===== config.mk =====
export PLATFORM = sky130hd
export DESIGN_NAME = burst_slave_port
export DESIGN_NICKNAME = d
export VERILOG_FILES = /design/src/rtl/burst_slave_port_pkg.sv /design/src/rtl/burst_slave_port_lane_shift_reg.sv /design/src/rtl/burst_slave_port.sv
export SDC_FILE = /design/constraint.sdc
export NUM_CORES = 1
export LEC_CHECK = 0
export BUFFER_PORTS_ARGS = -buffer_cell sky130_fd_sc_hd__buf_2
export CORE_UTILIZATION = 60
export DETAILED_ROUTE_END_ITERATION = 12
export GPL_ROUTABILITY_DRIVEN = 1
export GPL_TIMING_DRIVEN = 1
export PLACE_DENSITY = 0.82
export SETUP_SLACK_MARGIN = 0.4
export SLEW_MARGIN = 20
export SYNTH_ARGS = -nofsm -noshare
export SYNTH_HDL_FRONTEND = slang
export SYNTH_HIERARCHICAL = 1
export SYNTH_SLANG_ARGS = --single-unit

===== constraint.sdc =====
create_clock -name clk -period 7.25 [get_ports clk]
set_clock_uncertainty 0.2 [all_clocks]
set_input_delay 1.0875 -clock clk [delete_from_list [all_inputs] [get_ports clk]]
set_output_delay 1.0875 -clock clk [all_outputs]
set_load 0.01 [all_outputs]

===== src/rtl/burst_slave_port_pkg.sv =====
// Shared definitions for the burst serial-bus slave port: FSM encoding,
// beat-count arithmetic and a parameter-legality helper.
package burst_slave_port_pkg;

  typedef enum logic [3:0] {
    ST_IDLE   = 4'd0,
    ST_ADDR   = 4'd1,
    ST_WDATA  = 4'd2,
    ST_MWRITE = 4'd3,
    ST_MREAD  = 4'd4,
    ST_RWAIT  = 4'd5,
    ST_SPLIT  = 4'd6,
    ST_SWAIT  = 4'd7,
    ST_RDATA  = 4'd8
  } state_e;

  // Number of serial beats needed to move a field of the given width.
  function automatic int unsigned beat_count(input int unsigned width, input int unsigned lane_w);
    return width / lane_w;
  endfunction

  // A configuration is usable when every field is a whole number of lanes
  // and the split hold time is at least one cycle.
  function automatic bit cfg_legal(input int unsigned addr_w, input int unsigned data_w,
                                   input int unsigned lane_w, input int unsigned split_lat);
    return (lane_w > 0) && (addr_w >= lane_w) && (data_w >= lane_w) &&
           ((addr_w % lane_w) == 0) && ((data_w % lane_w) == 0) && (split_lat >= 1);
  endfunction

endpackage


===== src/rtl/burst_slave_port_lane_shift_reg.sv =====
// Lane shifter used both as SIPO (address / write data receive) and PISO
// (read data transmit). New lanes enter at the top so the first beat ends up
// in the least significant lane; the transmit side always presents the
// least significant lane.
module lane_shift_reg #(
  parameter int unsigned WIDTH  = 8,
  parameter int unsigned LANE_W = 1
) (
  input  logic              clk,
  input  logic              rstn,
  input  logic              load,
  input  logic              shift,
  input  logic [LANE_W-1:0] lane_in,
  input  logic [WIDTH-1:0]  par_in,
  output logic [WIDTH-1:0]  par_out,
  output logic [LANE_W-1:0] lane_out
);

  logic [WIDTH-1:0] data_r;
  logic [WIDTH-1:0] shifted_s;

  if (WIDTH == LANE_W) begin : g_single
    assign shifted_s = lane_in;
  end else begin : g_multi
    assign shifted_s = {lane_in, data_r[WIDTH-1:LANE_W]};
  end

  // Parallel load has priority over shifting; otherwise hold.
  always_ff @(posedge clk or negedge rstn) begin
    if (!rstn) begin
      data_r <= {WIDTH{1'b0}};
    end else if (load) begin
      data_r <= par_in;
    end else if (shift) begin
      data_r <= shifted_s;
    end else begin
      data_r <= data_r;
    end
  end

  assign par_out  = data_r;
  assign lane_out = data_r[LANE_W-1:0];

endmodule


===== src/rtl/burst_slave_port.sv =====
// Serial-bus slave endpoint with incrementing bursts and optional split reads.
// FSM and counters live here; lane shifters handle the serial/parallel
// conversion for address, write data and read data.
module burst_slave_port
  import burst_slave_port_pkg::*;
#(
  parameter int unsigned ADDR_WIDTH    = 12,
  parameter int unsigned DATA_WIDTH    = 8,
  parameter int unsigned LANE_W        = 1,
  parameter int unsigned LEN_WIDTH     = 4,
  parameter bit          SPLIT_EN      = 1'b0,
  parameter int unsigned SPLIT_LATENCY = 4
) (
  input  logic                  clk,
  input  logic                  rstn,
  input  logic [DATA_WIDTH-1:0] smemrdata,
  input  logic                  rvalid,
  output logic                  smemwen,
  output logic                  smemren,
  output logic [ADDR_WIDTH-1:0] smemaddr,
  output logic [DATA_WIDTH-1:0] smemwdata,
  input  logic [LANE_W-1:0]     swdata,
  input  logic                  smode,
  input  logic [LEN_WIDTH-1:0]  sburst_len,
  input  logic                  mvalid,
  input  logic                  split_grant,
  output logic [LANE_W-1:0]     srdata,
  output logic                  svalid,
  output logic                  sready,
  output logic                  ssplit,
  output logic                  sdone
);

  localparam bit          CFG_OK = cfg_legal(ADDR_WIDTH, DATA_WIDTH, LANE_W, SPLIT_LATENCY);
  localparam int unsigned NA     = beat_count(ADDR_WIDTH, LANE_W);
  localparam int unsigned ND     = beat_count(DATA_WIDTH, LANE_W);
  localparam int unsigned MAXB   = (NA > ND) ? NA : ND;
  localparam int unsigned BCW    = $clog2(MAXB + 1);
  localparam int unsigned SCW    = $clog2(SPLIT_LATENCY + 1);

  localparam logic [BCW-1:0] BEAT_ONE  = BCW'(1);
  localparam logic [BCW-1:0] BEAT_ZERO = BCW'(0);
  localparam logic [BCW-1:0] NA_LAST   = BCW'(NA - 1);
  localparam logic [BCW-1:0] ND_LAST   = BCW'(ND - 1);
  localparam logic [SCW-1:0] SPL_LAST  = SCW'(SPLIT_LATENCY - 1);

  if (!CFG_OK) begin : g_cfg_check
    $error("burst_slave_port: ADDR_WIDTH/DATA_WIDTH must be multiples of LANE_W and SPLIT_LATENCY >= 1");
  end

  state_e                state_r, state_nxt_s;
  logic [BCW-1:0]        beat_cnt_r, beat_nxt_s;
  logic [LEN_WIDTH-1:0]  word_cnt_r, word_nxt_s;
  logic [SCW-1:0]        split_cnt_r, split_nxt_s;
  logic                  latched_r, latched_nxt_s;
  logic                  mode_r;
  logic [LEN_WIDTH-1:0]  len_r;

  logic addr_shift_s, addr_load_s, wd_shift_s, tx_load_s, tx_shift_s;
  logic smemwen_nxt_s, smemren_nxt_s, svalid_nxt_s, sdone_nxt_s;
  logic smemwen_r, smemren_r, svalid_r, sdone_r;

  logic [ADDR_WIDTH-1:0] addr_s, addr_inc_s;
  logic [DATA_WIDTH-1:0] wdata_s;
  logic [LANE_W-1:0]     addr_lane_unused_s, wd_lane_unused_s;
  logic [DATA_WIDTH-1:0] tx_par_unused_s;

  assign addr_inc_s = addr_s + ADDR_WIDTH'(1);

  lane_shift_reg #(.WIDTH(ADDR_WIDTH), .LANE_W(LANE_W)) u_addr_rx (
    .clk(clk), .rstn(rstn), .load(addr_load_s), .shift(addr_shift_s),
    .lane_in(swdata), .par_in(addr_inc_s), .par_out(addr_s), .lane_out(addr_lane_unused_s)
  );

  lane_shift_reg #(.WIDTH(DATA_WIDTH), .LANE_W(LANE_W)) u_wdata_rx (
    .clk(clk), .rstn(rstn), .load(1'b0), .shift(wd_shift_s),
    .lane_in(swdata), .par_in({DATA_WIDTH{1'b0}}), .par_out(wdata_s), .lane_out(wd_lane_unused_s)
  );

  lane_shift_reg #(.WIDTH(DATA_WIDTH), .LANE_W(LANE_W)) u_rdata_tx (
    .clk(clk), .rstn(rstn), .load(tx_load_s), .shift(tx_shift_s),
    .lane_in({LANE_W{1'b0}}), .par_in(smemrdata), .par_out(tx_par_unused_s), .lane_out(srdata)
  );

  // State, counters and the split data-latched flag.
  always_ff @(posedge clk or negedge rstn) begin
    if (!rstn) begin
      state_r     <= ST_IDLE;
      beat_cnt_r  <= BEAT_ZERO;
      word_cnt_r  <= {LEN_WIDTH{1'b0}};
      split_cnt_r <= {SCW{1'b0}};
      latched_r   <= 1'b0;
    end else begin
      state_r     <= state_nxt_s;
      beat_cnt_r  <= beat_nxt_s;
      word_cnt_r  <= word_nxt_s;
      split_cnt_r <= split_nxt_s;
      latched_r   <= latched_nxt_s;
    end
  end

  // Direction and burst length are captured with the first address beat.
  always_ff @(posedge clk or negedge rstn) begin
    if (!rstn) begin
      mode_r <= 1'b0;
      len_r  <= {LEN_WIDTH{1'b0}};
    end else if ((state_r == ST_IDLE) && mvalid) begin
      mode_r <= smode;
      len_r  <= sburst_len;
    end else begin
      mode_r <= mode_r;
      len_r  <= len_r;
    end
  end

  // Next-state, counter updates and shifter controls.
  always_comb begin
    state_nxt_s   = state_r;
    beat_nxt_s    = beat_cnt_r;
    word_nxt_s    = word_cnt_r;
    split_nxt_s   = split_cnt_r;
    latched_nxt_s = latched_r;
    addr_shift_s  = 1'b0;
    addr_load_s   = 1'b0;
    wd_shift_s    = 1'b0;
    tx_load_s     = 1'b0;
    tx_shift_s    = 1'b0;
    case (state_r)
      ST_IDLE: begin
        if (mvalid) begin
          addr_shift_s = 1'b1;
          word_nxt_s   = {LEN_WIDTH{1'b0}};
          if (NA == 1) begin
            beat_nxt_s  = BEAT_ZERO;
            state_nxt_s = smode ? ST_WDATA : ST_MREAD;
          end else begin
            beat_nxt_s  = BEAT_ONE;
            state_nxt_s = ST_ADDR;
          end
        end else begin
          state_nxt_s = ST_IDLE;
        end
      end
      ST_ADDR: begin
        if (mvalid) begin
          addr_shift_s = 1'b1;
          if (beat_cnt_r == NA_LAST) begin
            beat_nxt_s  = BEAT_ZERO;
            state_nxt_s = mode_r ? ST_WDATA : ST_MREAD;
          end else begin
            beat_nxt_s = beat_cnt_r + BEAT_ONE;
          end
        end else begin
          state_nxt_s = ST_ADDR;
        end
      end
      ST_WDATA: begin
        if (mvalid) begin
          wd_shift_s = 1'b1;
          if (beat_cnt_r == ND_LAST) begin
            beat_nxt_s  = BEAT_ZERO;
            state_nxt_s = ST_MWRITE;
          end else begin
            beat_nxt_s = beat_cnt_r + BEAT_ONE;
          end
        end else begin
          state_nxt_s = ST_WDATA;
        end
      end
      ST_MWRITE: begin
        if (word_cnt_r == len_r) begin
          state_nxt_s = ST_IDLE;
        end else begin
          word_nxt_s  = word_cnt_r + LEN_WIDTH'(1);
          addr_load_s = 1'b1;
          state_nxt_s = ST_WDATA;
        end
      end
      ST_MREAD: begin
        split_nxt_s   = {SCW{1'b0}};
        latched_nxt_s = 1'b0;
        if (SPLIT_EN && (word_cnt_r == {LEN_WIDTH{1'b0}})) begin
          state_nxt_s = ST_SPLIT;
        end else begin
          state_nxt_s = ST_RWAIT;
        end
      end
      ST_RWAIT: begin
        if (rvalid) begin
          tx_load_s   = 1'b1;
          beat_nxt_s  = BEAT_ZERO;
          state_nxt_s = ST_RDATA;
        end else begin
          state_nxt_s = ST_RWAIT;
        end
      end
      ST_SPLIT: begin
        // Keep only the first returned word; the memory issues one per strobe.
        if (rvalid && !latched_r) begin
          tx_load_s     = 1'b1;
          latched_nxt_s = 1'b1;
        end else begin
          latched_nxt_s = latched_r;
        end
        if (split_cnt_r == SPL_LAST) begin
          state_nxt_s = ST_SWAIT;
        end else begin
          split_nxt_s = split_cnt_r + SCW'(1);
        end
      end
      ST_SWAIT: begin
        if (rvalid && !latched_r) begin
          tx_load_s     = 1'b1;
          latched_nxt_s = 1'b1;
        end else begin
          latched_nxt_s = latched_r;
        end
        if (split_grant && (latched_r || rvalid)) begin
          beat_nxt_s  = BEAT_ZERO;
          state_nxt_s = ST_RDATA;
        end else begin
          state_nxt_s = ST_SWAIT;
        end
      end
      ST_RDATA: begin
        tx_shift_s = 1'b1;
        if (beat_cnt_r == ND_LAST) begin
          beat_nxt_s = BEAT_ZERO;
          if (word_cnt_r == len_r) begin
            state_nxt_s = ST_IDLE;
          end else begin
            word_nxt_s  = word_cnt_r + LEN_WIDTH'(1);
            addr_load_s = 1'b1;
            state_nxt_s = ST_MREAD;
          end
        end else begin
          beat_nxt_s = beat_cnt_r + BEAT_ONE;
        end
      end
      default: begin
        state_nxt_s = ST_IDLE;
      end
    endcase
  end

  // Output decode from the upcoming state so strobes come straight from flops.
  always_comb begin
    smemwen_nxt_s = (state_nxt_s == ST_MWRITE);
    smemren_nxt_s = (state_nxt_s == ST_MREAD);
    svalid_nxt_s  = (state_nxt_s == ST_RDATA);
    if ((state_nxt_s == ST_MWRITE) && (word_nxt_s == len_r)) begin
      sdone_nxt_s = 1'b1;
    end else if ((state_nxt_s == ST_RDATA) && (beat_nxt_s == ND_LAST) && (word_nxt_s == len_r)) begin
      sdone_nxt_s = 1'b1;
    end else begin
      sdone_nxt_s = 1'b0;
    end
  end

  // Registered strobes and handshake outputs.
  always_ff @(posedge clk or negedge rstn) begin
    if (!rstn) begin
      smemwen_r <= 1'b0;
      smemren_r <= 1'b0;
      svalid_r  <= 1'b0;
      sdone_r   <= 1'b0;
    end else begin
      smemwen_r <= smemwen_nxt_s;
      smemren_r <= smemren_nxt_s;
      svalid_r  <= svalid_nxt_s;
      sdone_r   <= sdone_nxt_s;
    end
  end

  assign smemwen   = smemwen_r;
  assign smemren   = smemren_r;
  assign svalid    = svalid_r;
  assign sdone     = sdone_r;
  assign smemaddr  = addr_s;
  assign smemwdata = wdata_s;
  assign sready    = (state_r == ST_IDLE);
  assign ssplit    = (state_r == ST_SPLIT);

endmodule

==> summary.md <==
| Metric | Value |
|---|---|
| Initial antenna violation count | 0 |
| Pwr Density | 348 nW/um2 |
| CTS sink count | 53 |
| Period Utilization, post-route | between 40% and 50% |
| Nets@finish | 416 |
| CP max FO | 25 |
| Crit path largest cell delay | roughly 0.89 ns |
| Routed WL | around 6700 um |
| Global-route total usage across every layer | about a quarter |
| Vias in the first global route | 2359 |
| Cells along the critical path | nand2b_1 > nor2b_1 > buf_2 |
| ANT cells | 0 |
| IO Count | 46 |
| Skew-Pair Late Insertion Delay | roughly 0.31 ns |
| Core Footprint | approximately 5200 um2 |
| Switching Share | between 40% and 50% |
| Finished Layout Cells | 463 |
| Share of power burned in the clock network | approximately 16% |
| Drt wl/cell | 14.5 um |
| Buf/Inv on CP | 1 |
| Final Hold Violating Endpoints | 0 |
| Cells after Synth | 343 |
| # Max-Cap Violations | 0 |
| Hpwl dp | ~4700 um |
| Outcome | completed |
| R2r worst-path depth | 4 |
| CTS Hold Bufs | 0 |
| Total Die Area | 5740 um2 |
| Sw power | roughly 500 uW |
| FP Rows | 26 |
| Starting Density | between 60 and 70% |
| Worst reg2reg endpoint | sdone |
| Synth Cell Area | ~3300 um2 |
| Crit. Startpoint | state_r[1] |
| Syn_area_per_cell | about 9.5 um2 |
| WS Path Type | reg -> out |
| Max VDD drop | between 200 and 250 uV |
| Area grow syn2layout | 10.1% |
| Crit path capture | ssplit |
| Worst EP arrival | 1.78 ns |
| Synth Warn # | 6 |
| RSZ-0062 raised after global routing | false |
| CTS tree | done |
| DRT iter0 DRCs | 278 |
| Logic pwr share | 41.3% |
| First drt pass iteration count | 4 |
| Number of port buffers | 45 |
| Top delay family on crit path | flip-flops |
| Sequential share of power | roughly 43% |
| Hold WC Path Type | reg -> reg |
| Worst path depth | 3 |
| Largest net degree at the start of global routing | between 50 and 60 |
| Tmin final | around 3.1 ns |
| CP required | approximately 6.0 ns |
| P_int | around 740 uW |
| CTS Buf Count | 5 |
| Worst r2r src | state_r[1] |
| Clock root buffer | clkbuf_8 |
| LEAKAGE | ~0.0016 uW |
| Max Slew Vio Count | 0 |
| CP Capture Type | primary output |
| DR DRC count | 0 |
| Die X | around 76 um |
| Final GP Congestion | between 1 and 1.5 |
| Final core utilization | a little over two thirds |
| Fmax | ~0.33 GHz |
| DR vias/cell | 5.76 |
| Inst Count DP | 455 |
| Postcts setup bufs | 0 |
| Post-CTS Resized | 0 |
| First-pass GRT wire length | about 11000 um |
| Die H | about 76 um |
| Setup TNS | 0 ns |
| H-tree depth | 2 |
| Final setup viols | 0 |
| Tightest Pin Transition | between 0.8 and 0.9 ns |
| Startpoint types | register |
| Hold path startpoint | split_cnt_r[1] |
| Longest Clk Path Bufs | 2 |
| Share of layout cells above drive strength 1 | roughly a fifth |
| Total congestion overflow | 0 |
| Critical path's slowest cell | dfrtp_1 |
| Headroom to the max-slew limit | between 40% and 50% |
| R2R Setup Slk | between 4 and 5 ns |
| Antenna-violating nets left | 0 |
| Via count | ~2700 |
| Clock transition at path regs | ~0.10 ns |
## how the worst min path moves through the flow
stage / slack, ns / depth (start not counted) / to
after CTS: 0.35 / 1 / split_cnt_r[2]
final: 0.35 / 1 / split_cnt_r[1]
after global routing: 0.37 / 1 / word_cnt_r[3]
after detailed placement: 0.33 / 1 / split_cnt_r[2]
after floorplan: 0.30 / 1 / split_cnt_r[2]
after global placement: 0.31 / 1 / split_cnt_r[2]
## registers in the layout, summed over array words and instances (netlist names), 3 cells and up
signal	flops
u_wdata_rx/par_out	8
len_r	4
state_r	4
split_cnt_r	3
word_cnt_r	4
u_rdata_tx/par_out	8
u_addr_rx/par_out	12
beat_cnt_r	4
## through the flow
step | setup slack (ns) | total power, uW | hold slack, ns | area, um2
2_1_floorplan | 4.44 | 942 | 0.296 | 3320
6_report | 4.18 | 1250 | 0.351 | 3590
4_1_cts | 4.23 | 1250 | 0.354 | 3590
5_1_grt | 4.03 | 1340 | 0.370 | 3590
3_3_place_gp | 4.23 | 1030 | 0.313 | 3480
3_5_place_dp | 4.12 | 1050 | 0.326 | 3480
## cell type report
| cell class | count | area, um2 |
|---|---|---|
| multi-input cells | 274 | 1790 |
| fillers | 396 | 1580 |
| flip-flops and latches | 53 | 1330 |
| repair buffers | 47 | 240 |
| well taps | 70 | 87.6 |
| clock buffers | 6 | 72.6 |
| inverters | 11 | 41.3 |
| clock inverters | 2 | 38.8 |
## routing by layer
metal,GRT usage (%),share of wire (%),vias up
met2,38.1,46,92
li1,-,-,1298
met4,7.41,1.4,0
met1,34.0,46,1266
met5,0,0,-
met3,6.22,6.8,10
## power groups by stage
| stage | Sequential (uW) | Combinational (uW) | Clock, uW |
|---|---|---|---|
| after CTS | 531 | 514 | 204 |
| after global routing | 550 | 574 | 219 |
| after detailed placement | 537 | 511 | 0 |
| after floorplan | 496 | 445 | 0 |
| final | 532 | 516 | 201 |
| after global placement | 529 | 496 | 0 |
## cells in the final DEF, fill, tap and decap left out, drive strengths merged, types with 3 or more instances in the layout
cell type / count
a21oi: 14
nor2b: 7
xnor2: 12
a31oi: 4
buf: 47
nand4: 3
o211ai: 4
conb: 16
mux2i: 28
inv: 11
dfrtp: 53
nand2b: 6
nor2: 14
ha: 5
nor3: 3
mux2: 5
a22o: 3
o22ai: 3
and2b: 4
xor2: 5
clkbuf: 6
nand3: 13
nand3b: 3
nand2: 45
o21ai: 41
and3: 3
Power figures use the tool's default switching activity.
